`config.mk`:
```
export PLATFORM = sky130hd
export DESIGN_NAME = mem_arbiter_flat
export DESIGN_NICKNAME = d
export VERILOG_FILES = /design/src/rtl/mem_arbiter_if.sv /design/src/rtl/mem_arbiter.sv /design/src/flat_wrapper.sv
export SDC_FILE = /design/constraint.sdc
export NUM_CORES = 1
export LEC_CHECK = 0
export ABC_CLOCK_PERIOD_IN_PS = 2800
export CAP_MARGIN = 20
export CORE_MARGIN = 4
export CORE_UTILIZATION = 31
export DETAILED_ROUTE_END_ITERATION = 6
export MAX_ROUTING_LAYER = met4
export PLACE_DENSITY = 0.81
export SLEW_MARGIN = 0
export SYNTH_ARGS = -nofsm -noshare
export SYNTH_HDL_FRONTEND = slang
export SYNTH_SLANG_ARGS = --single-unit
```
`constraint.sdc`:
```
create_clock -name clock -period 2.8 [get_ports clock]
set_clock_uncertainty 0.1 [all_clocks]
set_input_delay 0.7 -clock clock [delete_from_list [all_inputs] [get_ports clock]]
set_output_delay 0.7 -clock clock [all_outputs]
set_load 0.03 [all_outputs]
```
`src/rtl/mem_arbiter_if.sv`:
```
`default_nettype none
// ============================================================================
//  Module   : mem_arbiter_if
//  Purpose  : Bundles the fetch port, data port and mainMem port of the
//             two-requester memory arbiter.
//             slave  = arbiter view, master = requesters + memory view.
//  Revision : 1.0 - initial release
// ============================================================================
interface mem_arbiter_if #(
    parameter int ADDR_W = 32,
    parameter int DATA_W = 32
);
    // Fetch (read-only) requester
    logic                i_req;
    logic [0:ADDR_W-1]   i_addr;
    logic [1:0]          i_acc_size;
    logic                i_gnt;
    logic                i_rvalid;
    logic [0:DATA_W-1]   i_rdata;
    logic                i_done;

    // Data (load/store) requester
    logic                d_req;
    logic [0:ADDR_W-1]   d_addr;
    logic [1:0]          d_acc_size;
    logic                d_wren;
    logic [0:DATA_W-1]   d_wdata;
    logic                d_gnt;
    logic                d_wready;
    logic                d_rvalid;
    logic [0:DATA_W-1]   d_rdata;
    logic                d_done;

    // mainMem port
    logic [0:ADDR_W-1]   mem_addr;
    logic [0:DATA_W-1]   mem_data_in;
    logic [1:0]          mem_acc_size;
    logic                mem_wren;
    logic                mem_enable;
    logic [0:DATA_W-1]   mem_data_out;
    logic                mem_busy;

    modport slave (
        input  i_req, i_addr, i_acc_size,
        output i_gnt, i_rvalid, i_rdata, i_done,
        input  d_req, d_addr, d_acc_size, d_wren, d_wdata,
        output d_gnt, d_wready, d_rvalid, d_rdata, d_done,
        output mem_addr, mem_data_in, mem_acc_size, mem_wren, mem_enable,
        input  mem_data_out, mem_busy
    );

    modport master (
        output i_req, i_addr, i_acc_size,
        input  i_gnt, i_rvalid, i_rdata, i_done,
        output d_req, d_addr, d_acc_size, d_wren, d_wdata,
        input  d_gnt, d_wready, d_rvalid, d_rdata, d_done,
        input  mem_addr, mem_data_in, mem_acc_size, mem_wren, mem_enable,
        output mem_data_out, mem_busy
    );
endinterface
`default_nettype wire

```
`src/rtl/mem_arbiter.sv`:
```
`default_nettype none
// ============================================================================
//  Module   : mem_arbiter
//  Purpose  : Round-robin arbiter and burst sequencer between the fetch and
//             data requesters and the single mainMem port. Drives the
//             command, paces write beats and returns read beats.
//  Revision : 1.0 - initial release
// ============================================================================
module mem_arbiter #(
    parameter int ADDR_W   = 32,
    parameter int DATA_W   = 32,
    parameter int READ_LAT = 2
) (
    input  logic         clock,
    input  logic         reset,
    mem_arbiter_if.slave bus
);
    // RWAIT lasts READ_LAT-1 cycles; counter only needs to hold that value
    localparam int c_wait_w = (READ_LAT > 2) ? $clog2(READ_LAT) : 1;
    localparam logic [c_wait_w-1:0] c_wait_load = c_wait_w'(READ_LAT - 1);

    typedef enum logic [2:0] {
        S_IDLE   = 3'd0,
        S_CMD    = 3'd1,
        S_WBURST = 3'd2,
        S_RWAIT  = 3'd3,
        S_RBURST = 3'd4
    } state_t;

    state_t                r_state;
    state_t                w_next_state;
    logic                  r_sel_d;      // current transfer belongs to data port
    logic                  r_last_d;     // most recent grant went to data port
    logic [0:ADDR_W-1]     r_addr;
    logic [1:0]            r_size;
    logic                  r_wren;
    logic [4:0]            r_beats;      // beats still to transfer
    logic [4:0]            w_beats_next;
    logic [c_wait_w-1:0]   r_wait;
    logic [c_wait_w-1:0]   w_wait_next;
    logic                  r_enable;

    logic                  w_pick_d;
    logic                  w_take;
    logic                  w_gnt;
    logic                  w_wready;
    logic                  w_rvalid;
    logic                  w_done;

    function automatic logic [4:0] beats_for(input logic [1:0] size);
        case (size)
            2'b00:   beats_for = 5'd1;
            2'b01:   beats_for = 5'd4;
            2'b10:   beats_for = 5'd8;
            default: beats_for = 5'd16;
        endcase
    endfunction

    // On a tie the port that did not win last time takes the grant
    assign w_pick_d = bus.d_req && (!bus.i_req || !r_last_d);
    assign w_take   = (r_state == S_IDLE) && (bus.i_req || bus.d_req);

    // State register, command latch and burst counters
    always_ff @(posedge clock) begin
        if (reset) begin
            r_state  <= S_IDLE;
            r_sel_d  <= 1'b0;
            r_last_d <= 1'b0;
            r_addr   <= '0;
            r_size   <= 2'b00;
            r_wren   <= 1'b0;
            r_beats  <= 5'd0;
            r_wait   <= '0;
            r_enable <= 1'b0;
        end else begin
            r_state  <= w_next_state;
            r_beats  <= w_beats_next;
            r_wait   <= w_wait_next;
            r_enable <= 1'b1;
            if (w_take) begin
                r_sel_d  <= w_pick_d;
                r_last_d <= w_pick_d;
                r_addr   <= w_pick_d ? bus.d_addr : bus.i_addr;
                r_size   <= w_pick_d ? bus.d_acc_size : bus.i_acc_size;
                r_wren   <= w_pick_d && bus.d_wren;
            end
        end
    end

    // Next-state and beat handshake decode; busy freezes every counter
    always_comb begin
        w_next_state = r_state;
        w_beats_next = r_beats;
        w_wait_next  = r_wait;
        w_gnt        = 1'b0;
        w_wready     = 1'b0;
        w_rvalid     = 1'b0;
        w_done       = 1'b0;
        case (r_state)
            S_IDLE: begin
                if (w_take) begin
                    w_next_state = S_CMD;
                    w_beats_next = beats_for(w_pick_d ? bus.d_acc_size : bus.i_acc_size);
                end
            end
            S_CMD: begin
                w_gnt = 1'b1;
                if (r_wren) begin
                    // Command cycle doubles as write beat 0
                    w_wready     = !bus.mem_busy;
                    w_next_state = S_WBURST;
                    if (!bus.mem_busy) begin
                        if (r_beats == 5'd1) begin
                            w_done       = 1'b1;
                            w_next_state = S_IDLE;
                        end else begin
                            w_beats_next = r_beats - 5'd1;
                        end
                    end
                end else if (READ_LAT == 1) begin
                    w_next_state = S_RBURST;
                end else begin
                    w_next_state = S_RWAIT;
                    w_wait_next  = c_wait_load;
                end
            end
            S_WBURST: begin
                w_wready = !bus.mem_busy;
                if (!bus.mem_busy) begin
                    if (r_beats == 5'd1) begin
                        w_done       = 1'b1;
                        w_next_state = S_IDLE;
                    end else begin
                        w_beats_next = r_beats - 5'd1;
                    end
                end
            end
            S_RWAIT: begin
                if (!bus.mem_busy) begin
                    if (r_wait == c_wait_w'(1)) begin
                        w_next_state = S_RBURST;
                    end else begin
                        w_wait_next = r_wait - c_wait_w'(1);
                    end
                end
            end
            S_RBURST: begin
                w_rvalid = !bus.mem_busy;
                if (!bus.mem_busy) begin
                    if (r_beats == 5'd1) begin
                        w_done       = 1'b1;
                        w_next_state = S_IDLE;
                    end else begin
                        w_beats_next = r_beats - 5'd1;
                    end
                end
            end
            default: begin
                w_next_state = S_IDLE;
            end
        endcase
    end

    // Steer handshakes to the port that owns the current transfer
    assign bus.i_gnt    = w_gnt && !r_sel_d;
    assign bus.d_gnt    = w_gnt &&  r_sel_d;
    assign bus.d_wready = w_wready;
    assign bus.i_rvalid = w_rvalid && !r_sel_d;
    assign bus.d_rvalid = w_rvalid &&  r_sel_d;
    assign bus.i_done   = w_done && !r_sel_d;
    assign bus.d_done   = w_done &&  r_sel_d;
    assign bus.i_rdata  = bus.i_rvalid ? bus.mem_data_out : '0;
    assign bus.d_rdata  = bus.d_rvalid ? bus.mem_data_out : '0;

    // Command fields stay constant for the whole burst; mainMem walks addresses
    assign bus.mem_addr     = r_addr;
    assign bus.mem_acc_size = r_size;
    assign bus.mem_wren     = r_wren;
    assign bus.mem_enable   = r_enable;
    // Requester holds d_wdata until it sees d_wready, so stalls keep it stable
    assign bus.mem_data_in  = (r_wren && (r_state == S_CMD || r_state == S_WBURST))
                              ? bus.d_wdata : '0;
endmodule
`default_nettype wire

```
`src/flat_wrapper.sv`:
```
// flat-port wrapper written by rule: the top's interface ports become plain ports
module mem_arbiter_flat 
#(
    parameter int ADDR_W   = 32,
    parameter int DATA_W   = 32,
    parameter int READ_LAT = 2
)
  (clock, reset, bus_i_req, bus_i_addr, bus_i_acc_size, bus_i_gnt, bus_i_rvalid, bus_i_rdata, bus_i_done, bus_d_req, bus_d_addr, bus_d_acc_size, bus_d_wren, bus_d_wdata, bus_d_gnt, bus_d_wready, bus_d_rvalid, bus_d_rdata, bus_d_done, bus_mem_addr, bus_mem_data_in, bus_mem_acc_size, bus_mem_wren, bus_mem_enable, bus_mem_data_out, bus_mem_busy);
  mem_arbiter_if #(.ADDR_W(ADDR_W), .DATA_W(DATA_W)) bus_i ();
  input  logic clock;
  input  logic reset;
  input wire logic [$bits(bus_i.i_req)-1:0] bus_i_req;
  input wire logic [$bits(bus_i.i_addr)-1:0] bus_i_addr;
  input wire logic [$bits(bus_i.i_acc_size)-1:0] bus_i_acc_size;
  output wire logic [$bits(bus_i.i_gnt)-1:0] bus_i_gnt;
  output wire logic [$bits(bus_i.i_rvalid)-1:0] bus_i_rvalid;
  output wire logic [$bits(bus_i.i_rdata)-1:0] bus_i_rdata;
  output wire logic [$bits(bus_i.i_done)-1:0] bus_i_done;
  input wire logic [$bits(bus_i.d_req)-1:0] bus_d_req;
  input wire logic [$bits(bus_i.d_addr)-1:0] bus_d_addr;
  input wire logic [$bits(bus_i.d_acc_size)-1:0] bus_d_acc_size;
  input wire logic [$bits(bus_i.d_wren)-1:0] bus_d_wren;
  input wire logic [$bits(bus_i.d_wdata)-1:0] bus_d_wdata;
  output wire logic [$bits(bus_i.d_gnt)-1:0] bus_d_gnt;
  output wire logic [$bits(bus_i.d_wready)-1:0] bus_d_wready;
  output wire logic [$bits(bus_i.d_rvalid)-1:0] bus_d_rvalid;
  output wire logic [$bits(bus_i.d_rdata)-1:0] bus_d_rdata;
  output wire logic [$bits(bus_i.d_done)-1:0] bus_d_done;
  output wire logic [$bits(bus_i.mem_addr)-1:0] bus_mem_addr;
  output wire logic [$bits(bus_i.mem_data_in)-1:0] bus_mem_data_in;
  output wire logic [$bits(bus_i.mem_acc_size)-1:0] bus_mem_acc_size;
  output wire logic [$bits(bus_i.mem_wren)-1:0] bus_mem_wren;
  output wire logic [$bits(bus_i.mem_enable)-1:0] bus_mem_enable;
  input wire logic [$bits(bus_i.mem_data_out)-1:0] bus_mem_data_out;
  input wire logic [$bits(bus_i.mem_busy)-1:0] bus_mem_busy;
  assign bus_i.i_req = bus_i_req;
  assign bus_i.i_addr = bus_i_addr;
  assign bus_i.i_acc_size = bus_i_acc_size;
  assign bus_i_gnt = bus_i.i_gnt;
  assign bus_i_rvalid = bus_i.i_rvalid;
  assign bus_i_rdata = bus_i.i_rdata;
  assign bus_i_done = bus_i.i_done;
  assign bus_i.d_req = bus_d_req;
  assign bus_i.d_addr = bus_d_addr;
  assign bus_i.d_acc_size = bus_d_acc_size;
  assign bus_i.d_wren = bus_d_wren;
  assign bus_i.d_wdata = bus_d_wdata;
  assign bus_d_gnt = bus_i.d_gnt;
  assign bus_d_wready = bus_i.d_wready;
  assign bus_d_rvalid = bus_i.d_rvalid;
  assign bus_d_rdata = bus_i.d_rdata;
  assign bus_d_done = bus_i.d_done;
  assign bus_mem_addr = bus_i.mem_addr;
  assign bus_mem_data_in = bus_i.mem_data_in;
  assign bus_mem_acc_size = bus_i.mem_acc_size;
  assign bus_mem_wren = bus_i.mem_wren;
  assign bus_mem_enable = bus_i.mem_enable;
  assign bus_i.mem_data_out = bus_mem_data_out;
  assign bus_i.mem_busy = bus_mem_busy;
  mem_arbiter #(.ADDR_W(ADDR_W), .DATA_W(DATA_W), .READ_LAT(READ_LAT)) u_core (.clock(clock), .reset(reset), .bus(bus_i));
endmodule
```
==> impl_metrics.sql <==
INSERT INTO impl_metrics (metric_group, metric, value, unit) VALUES
('drt', 'drt-pass1-iter-count', '4', ''),
('drt', 'vias_per_cell', '4.816', ''),
('global_routing', 'grt_overflow', '0', ''),
('sta', 'final.period_utilization', '0.9791', ''),
('floorplanning', 'core', '9371', 'um^2'),
('synthesis', 'yosysSeqAreaShare', '0.3031', ''),
('final_layout', 'final_nets', '817', ''),
('drt', 'dr_total_vias', '3896', ''),
('cts', 'cts_root_buf', 'sky130_fd_sc_hd__clkbuf_8', ''),
('floorplanning', 'fp.dieH', '107.0', 'um'),
('sta', 'final_setup_tns', '0', 'ps'),
('synthesis', 'ys_warn_count', '0', ''),
('critical_path', 'crit_fanout', '16', ''),
('cts', 'cts_num_sinks', '46', ''),
('sta', 'setup_slack', '58.39', 'ps'),
('cts', 'numCtsBuffers', '5', ''),
('drt', 'wl', '13.35', 'mm'),
('global_routing', 'antenna_violations_before_repair', '2', ''),
('global_routing', 'first_global_vias', '3982', ''),
('synthesis', 'syn_area', '3038', 'um^2'),
('synthesis', 'syn-num-nets', '552', ''),
('sta', 'finalSetupViolCount', '0', ''),
('floorplanning', 'rows', '35', ''),
('global_routing', 'grt_start_max_net_pins', '39', ''),
('critical_path', 'worstSetupEndpointType', 'primary output', ''),
('final_layout', 'layout.cell_area.non_filler', '5918', 'um^2'),
('sta', 'rsz0062_at_grt', 'no', ''),
('critical_path', 'critical_path.slowest_cell', 'sky130_fd_sc_hd__dlygate4sd2_1', ''),
('final_layout', 'mostFrequentLayoutCells', 'sky130_fd_sc_hd__clkdlybuf4s50_1, sky130_fd_sc_hd__buf_4, sky130_fd_sc_hd__and2_1', ''),
('cts', 'clkTransAtPathRegs', '80', 'ps'),
('synthesis', 'synth-async-reset-ratio', '0', ''),
('floorplanning', 'design.portCount', '277', ''),
('pwr', 'total_power', '3.984', 'mW'),
('critical_path', 'cp_slowest_stage_delay', '300', 'ps'),
('global_routing', 'first_pass_grt_wire_length', '19.95', 'mm'),
('flow_run', 'max_cap_violations', '0', ''),
('synthesis', 'synth_top_flop_cell', 'sky130_fd_sc_hd__dfxtp_1', ''),
('pwr', 'power.density_cell_area', '673.3', 'nW/um^2'),
('sta', 'slew_viol_final', '0', ''),
('critical_path', 'path_cells', 'dlygate4sd2_1, nor4b_4, buf_4, bufbuf_16, and2_1, buf_4', ''),
('critical_path', 'worst_setup_path_start_kind', 'input port', ''),
('floorplanning', 'start_util', '0.3242', ''),
('critical_path', 'crit_type', 'input port to primary output', ''),
('critical_path', 'worst_ep_required_time', '2000', 'ps'),
('sta', 'tightestPinTransition', '735.3', 'ps'),
('placed_design', 'place_hpwl', '10.54', 'mm'),
('outcome', 'status', 'finished clean', ''),
('final_layout', 'area_delta_synth_final', '94.81', '%'),
('final_layout', 'layout-drive-gt1-share', '0.2109', ''),
('cts', 'ctsHtreeMaxLevel', '2', ''),
('cts', 'cts_tree', 'yes', ''),
('placed_design', 'dpl_cell_area', '5746', 'um^2'),
('drt', 'ant_nets', '0', ''),
('global_routing', 'global_route.usage.total', '0.2235', ''),
('placed_design', 'place.gp.congestion', '0.9269', ''),
('drt', 'avgRoutedWirePerCell', '16.50', 'um'),
('synthesis', 'synth_enable_flop_cells', '0', ''),
('final_layout', 'layout.cells.most_common', 'sky130_fd_sc_hd__clkdlybuf4s50_1', ''),
('cts', 'cts_max_path_buffers', '2', ''),
('critical_path', 'worst_path_most_repeated_cell', 'sky130_fd_sc_hd__buf_4', ''),
('synthesis', 'postSynthCellCount', '412', ''),
('floorplanning', 'die_area', '11450', 'um^2'),
('placed_design', 'post-place-ws', '-97.43', 'ps'),
('hold_path', 'min-delay-path-class', 'flip-flop to flip-flop', ''),
('critical_path', 'critical-path-top-delay-family', 'buffers and inverters', ''),
('drt', 'route.detailed.drc', '0', ''),
('sta', 'hold-worst-slack', '398.1', 'ps'),
('pwr', 'leakage', '2.515', 'nW'),
('sta', 'hold_viol_final', '0', ''),
('synthesis', 'synthDistinctLibCells', '45', ''),
('synthesis', 'syn_avg_cell_area', '7.374', 'um^2'),
('drt', 'detail_route.iter0.violations', '272', ''),
('floorplanning', 'chipWidth', '107.0', 'um'),
('sta', 'achievable-frequency', '364.7', 'MHz'),
('placed_design', 'port_buffers', '276', ''),
('synthesis', 'yosys_register_bits', '46', ''),
('critical_path', 'crit_buf_inv', '4', ''),
('cts', 'clock_insertion_delay_worst_skew', '290', 'ps'),
('sta', 'slew_headroom', '0.5098', ''),
('critical_path', 'cp.arrival', '1940', 'ps'),
('critical_path', 'setup.reg_to_reg.worst_slack', '570', 'ps'),
('sta', 'finalCriticalPeriod', '2742', 'ps'),
('pwr', 'max-vdd-ir-drop', '289.4', 'uV');
## path summary, 6_finish.rpt
path,from,to,cells past startpoint
setup / recovery,bus_mem_busy,bus_d_rdata[9],6
setup reg to reg,u_core.r_state[1],u_core.bus.mem_addr[4],6
hold / removal,u_core.bus.mem_addr[18],u_core.bus.mem_addr[18],2
hold reg to reg,u_core.bus.mem_addr[18],u_core.bus.mem_addr[18],2
## cell type report
cell class	count	area, um^2
Timing Repair Buffer	293	2735
Clock buffer	6	72.57
Tap cell	129	161.4
Antenna cell	2	5.005
Clock inverter	2	37.54
Inverter	3	11.26
Sequential cell	46	924.6
Multi-Input combinational cell	328	1971
Fill cell	832	3453
## kinds of logic (layout without fill, tap and decap cells)
| logic type | count (synthesis) | after routing | share of synthesized area |
|---|---|---|---|
| compound gates | 67 | 67 | 0.1726 |
| xor+xnor | 2 | 2 | 0.005767 |
| fa+ha+maj | 3 | 3 | 0.01153 |
| buf+inv | 38 | 304 | 0.06178 |
| flops | 46 | 46 | 0.3031 |
| mux | 4 | 4 | 0.01359 |
| other cells | 0 | 2 | 0 |
| simple gates | 252 | 252 | 0.4316 |
## metal layers
metal	vias to the layer above	wire, um	global-route usage
li1	1928	-	-
met1	1750	5186	0.2387
met2	186	6815	0.4020
met3	32	976	0.05599
met4	0	369	0.07763
met5	-	0	-
## worst register-to-register path, cell delays in order, from the launching register on
cell and delay (ps):
sky130_fd_sc_hd__dfxtp_1 450, sky130_fd_sc_hd__buf_4 240, sky130_fd_sc_hd__or3_4 430, sky130_fd_sc_hd__nor2_4 170
sky130_fd_sc_hd__buf_4 360, sky130_fd_sc_hd__nor2_1 110, sky130_fd_sc_hd__a311oi_1 280
## power by group
group | internal (mW) | switching [mW]
combinational | 1.06 | 1.34
clock | 0.267 | 0.231
sequential | 0.900 | 0.193
## through the flow
step           utilization  instances
2_1_floorplan            -        412
3_3_place_gp        0.6131        797
3_5_place_dp        0.6131        797
4_1_cts             0.6291        807
5_1_grt             0.6315        809
6_report            0.6315        809
## flip-flops by register name (all words and copies together) (netlist names)
register                 count
u_core.bus.mem_wren          1
u_core.bus.mem_acc_size      2
u_core.r_state               3
u_core.r_wait                1
u_core.r_beats               5
u_core.bus.mem_addr         32
u_core.bus.mem_enable        1
u_core.r_last_d              1
## cells in the mapped netlist, types with 3 or more instances
master / count / share of area
sky130_fd_sc_hd__a311oi_1: 35 / 0.10
sky130_fd_sc_hd__buf_2: 6 / 0.0099
sky130_fd_sc_hd__o21ai_0: 9 / 0.015
sky130_fd_sc_hd__dfxtp_1: 46 / 0.30
sky130_fd_sc_hd__nand2_1: 77 / 0.095
sky130_fd_sc_hd__clkbuf_1: 20 / 0.025
sky130_fd_sc_hd__nor3_1: 4 / 0.0066
sky130_fd_sc_hd__mux2i_1: 3 / 0.0099
sky130_fd_sc_hd__and2_1: 96 / 0.20
sky130_fd_sc_hd__inv_1: 3 / 0.0037
sky130_fd_sc_hd__or3_1: 3 / 0.0062
sky130_fd_sc_hd__nand2b_1: 3 / 0.0062
sky130_fd_sc_hd__nor2_1: 46 / 0.057
sky130_fd_sc_hd__a21oi_1: 10 / 0.016
sky130_fd_sc_hd__nor2b_1: 4 / 0.0082
sky130_fd_sc_hd__nand3b_1: 3 / 0.0074
sky130_fd_sc_hd__buf_4: 6 / 0.015
## timing repair
action / in CTS / in global routing
pin swaps: 1 / 0
hold buffers: 0 / 0
setup endpoints to repair: 65 / 17
resized for setup: 2 / 5
setup buffers: 1 / 0
endpoints found under the hold margin: 0 / 0
cloned: 1 / 0
No activity file was read; power rests on OpenSTA's default activity.
==> variant, RTL diff (same settings) <==
`READ_LAT` is set to 2 in 2 places; all go to 1.
--- a/src/rtl/mem_arbiter.sv
+++ b/src/rtl/mem_arbiter.sv
@@ -10,5 +10,5 @@
     parameter int ADDR_W   = 32,
     parameter int DATA_W   = 32,
-    parameter int READ_LAT = 2
+    parameter int READ_LAT = 1
 ) (
     input  logic         clock,
--- a/src/flat_wrapper.sv
+++ b/src/flat_wrapper.sv
@@ -4,5 +4,5 @@
     parameter int ADDR_W   = 32,
     parameter int DATA_W   = 32,
-    parameter int READ_LAT = 2
+    parameter int READ_LAT = 1
 )
   (clock, reset, bus_i_req, bus_i_addr, bus_i_acc_size, bus_i_gnt, bus_i_rvalid, bus_i_rdata, bus_i_done, bus_d_req, bus_d_addr, bus_d_acc_size, bus_d_wren, bus_d_wdata, bus_d_gnt, bus_d_wready, bus_d_rvalid, bus_d_rdata, bus_d_done, bus_mem_addr, bus_mem_data_in, bus_mem_acc_size, bus_mem_wren, bus_mem_enable, bus_mem_data_out, bus_mem_busy);
Check against the original RTL: not equivalent (a bounded check fails within 4 cycles, from zero or initial values and one cycle with reset high).
==> variant against the original RTL <==
- the flow now finishes with violations (setup timing)
- wire length is 2.8% lower
- die area down 0.88%
- worst setup slack got worse by 0.065 ns
- area after synthesis fell by 0.95%
- synthesized cell count fell by 10%
- register-to-register slack improved by 0.09 ns
- sequential cell count unchanged
- power is 8.6% higher
- clock power down 16%
- final area rose by 6.6%
- largest power group unchanged
==> variant: results (changes against the original RTL) <==
- Run status: complete, but fails checks
- Failing checks: setup timing
- Number of antenna diodes: 0 (-2)
- Critical Path Sink: bus_d_rdata[11]
- Worst R2R Start: u_core.r_state[0]
- Mux cell area share after synthesis: 0.1131 (+0.09951)
- Critical path startpoint: u_core.r_state[1]
- Commonest cells in the netlist: and2_1, dfxtp_1, nor2_1
- Hold EP: u_core.r_beats[4]
- Post-Place Cells: 756 (-5.1%)
- Seq/Total Area, Yosys: 0.3060 (+0.002899)
- Critical Path Slowest Stage Cell: or3b_4
- Reg2Reg Depth: 7 (+1)
- Global-route wire length before repair: 19.79 mm (-0.83%)
- Syn avg cell area: 8.133 um^2 (+10%)
- Final setup margin: -0.006867 ns (-0.06525 ns)
- WL met3: 1.328 mm (+36%)
- Routed wl met2: 6.679 mm (-2.0%)
- Flop2flop setup slack: 0.66 ns (+0.09 ns)
- Leak: 2.791 nW (+11%)
- Final Non-Filler Cells: 772 (-4.6%)
- Synth Area in Adders: 0.008316 (-0.003216)
- Place WS: 0.01712 ns (+0.1145 ns)
- Hold_sp: u_core.r_beats[4]
- Post-CTS sizing: 56 (+54)
- GRT met3 Usage: 0.07832 (+0.02233)
- M2 GR Usage: 0.3900 (-0.01193)
- Synth top area cells: dfxtp_1, and2_1, mux2i_1
- Met1 usage: 0.2355 (-0.003216)
- Post-DR vias/cell: 4.811 (-0.10%)
- Distinct cells, synth: 46 (+2.2%)
- CP max stage delay: 0.43 ns (+0.13 ns)
- Compound-gate portion of the synthesized area: 0.1830 (+0.01038)
- Crit-path max FO: 8 (-8)
- Wirelength per Cell: 16.81 um (+1.9%)
- Post-Route M1 WL: 4.673 mm (-9.9%)
- # nets final: 782 (-4.3%)
- Largest net degree at the start of global routing: 35 (-10%)
- Initial antenna violation count: 0 (-2)
- Final setup violation count: 2 (+2)
variant: changes by cell type after synthesis, moves of 4 or more:
| cell | change |
|---|---|
| a211oi_1 | +36 |
| a311oi_1 | -32 |
| clkbuf_1 | -5 |
| buf_2 | +8 |
| nor2_1 | -4 |
| nand2_1 | -72 |
| inv_1 | +6 |
| a31oi_1 | +4 |
| mux2i_1 | +31 |
variant: power by group:
group / leakage [nW] / switching [mW] / internal [mW]
Sequential: 0.382 / 0.178 / 0.927
Clock: 0.0472 / 0.218 / 0.199
Combinational: 2.36 / 1.55 / 1.25
variant: layout make-up:
| type | instances | area (um^2) |
|---|---|---|
| repair buffers | 299 | 3079 |
| fillers | 745 | 3018 |
| multi-input cells | 281 | 2016 |
| flip-flops and latches | 46 | 924.6 |
| well taps | 129 | 161.4 |
| clock buffers | 6 | 82.58 |
| inverters | 9 | 33.78 |
| clock inverters | 2 | 12.51 |
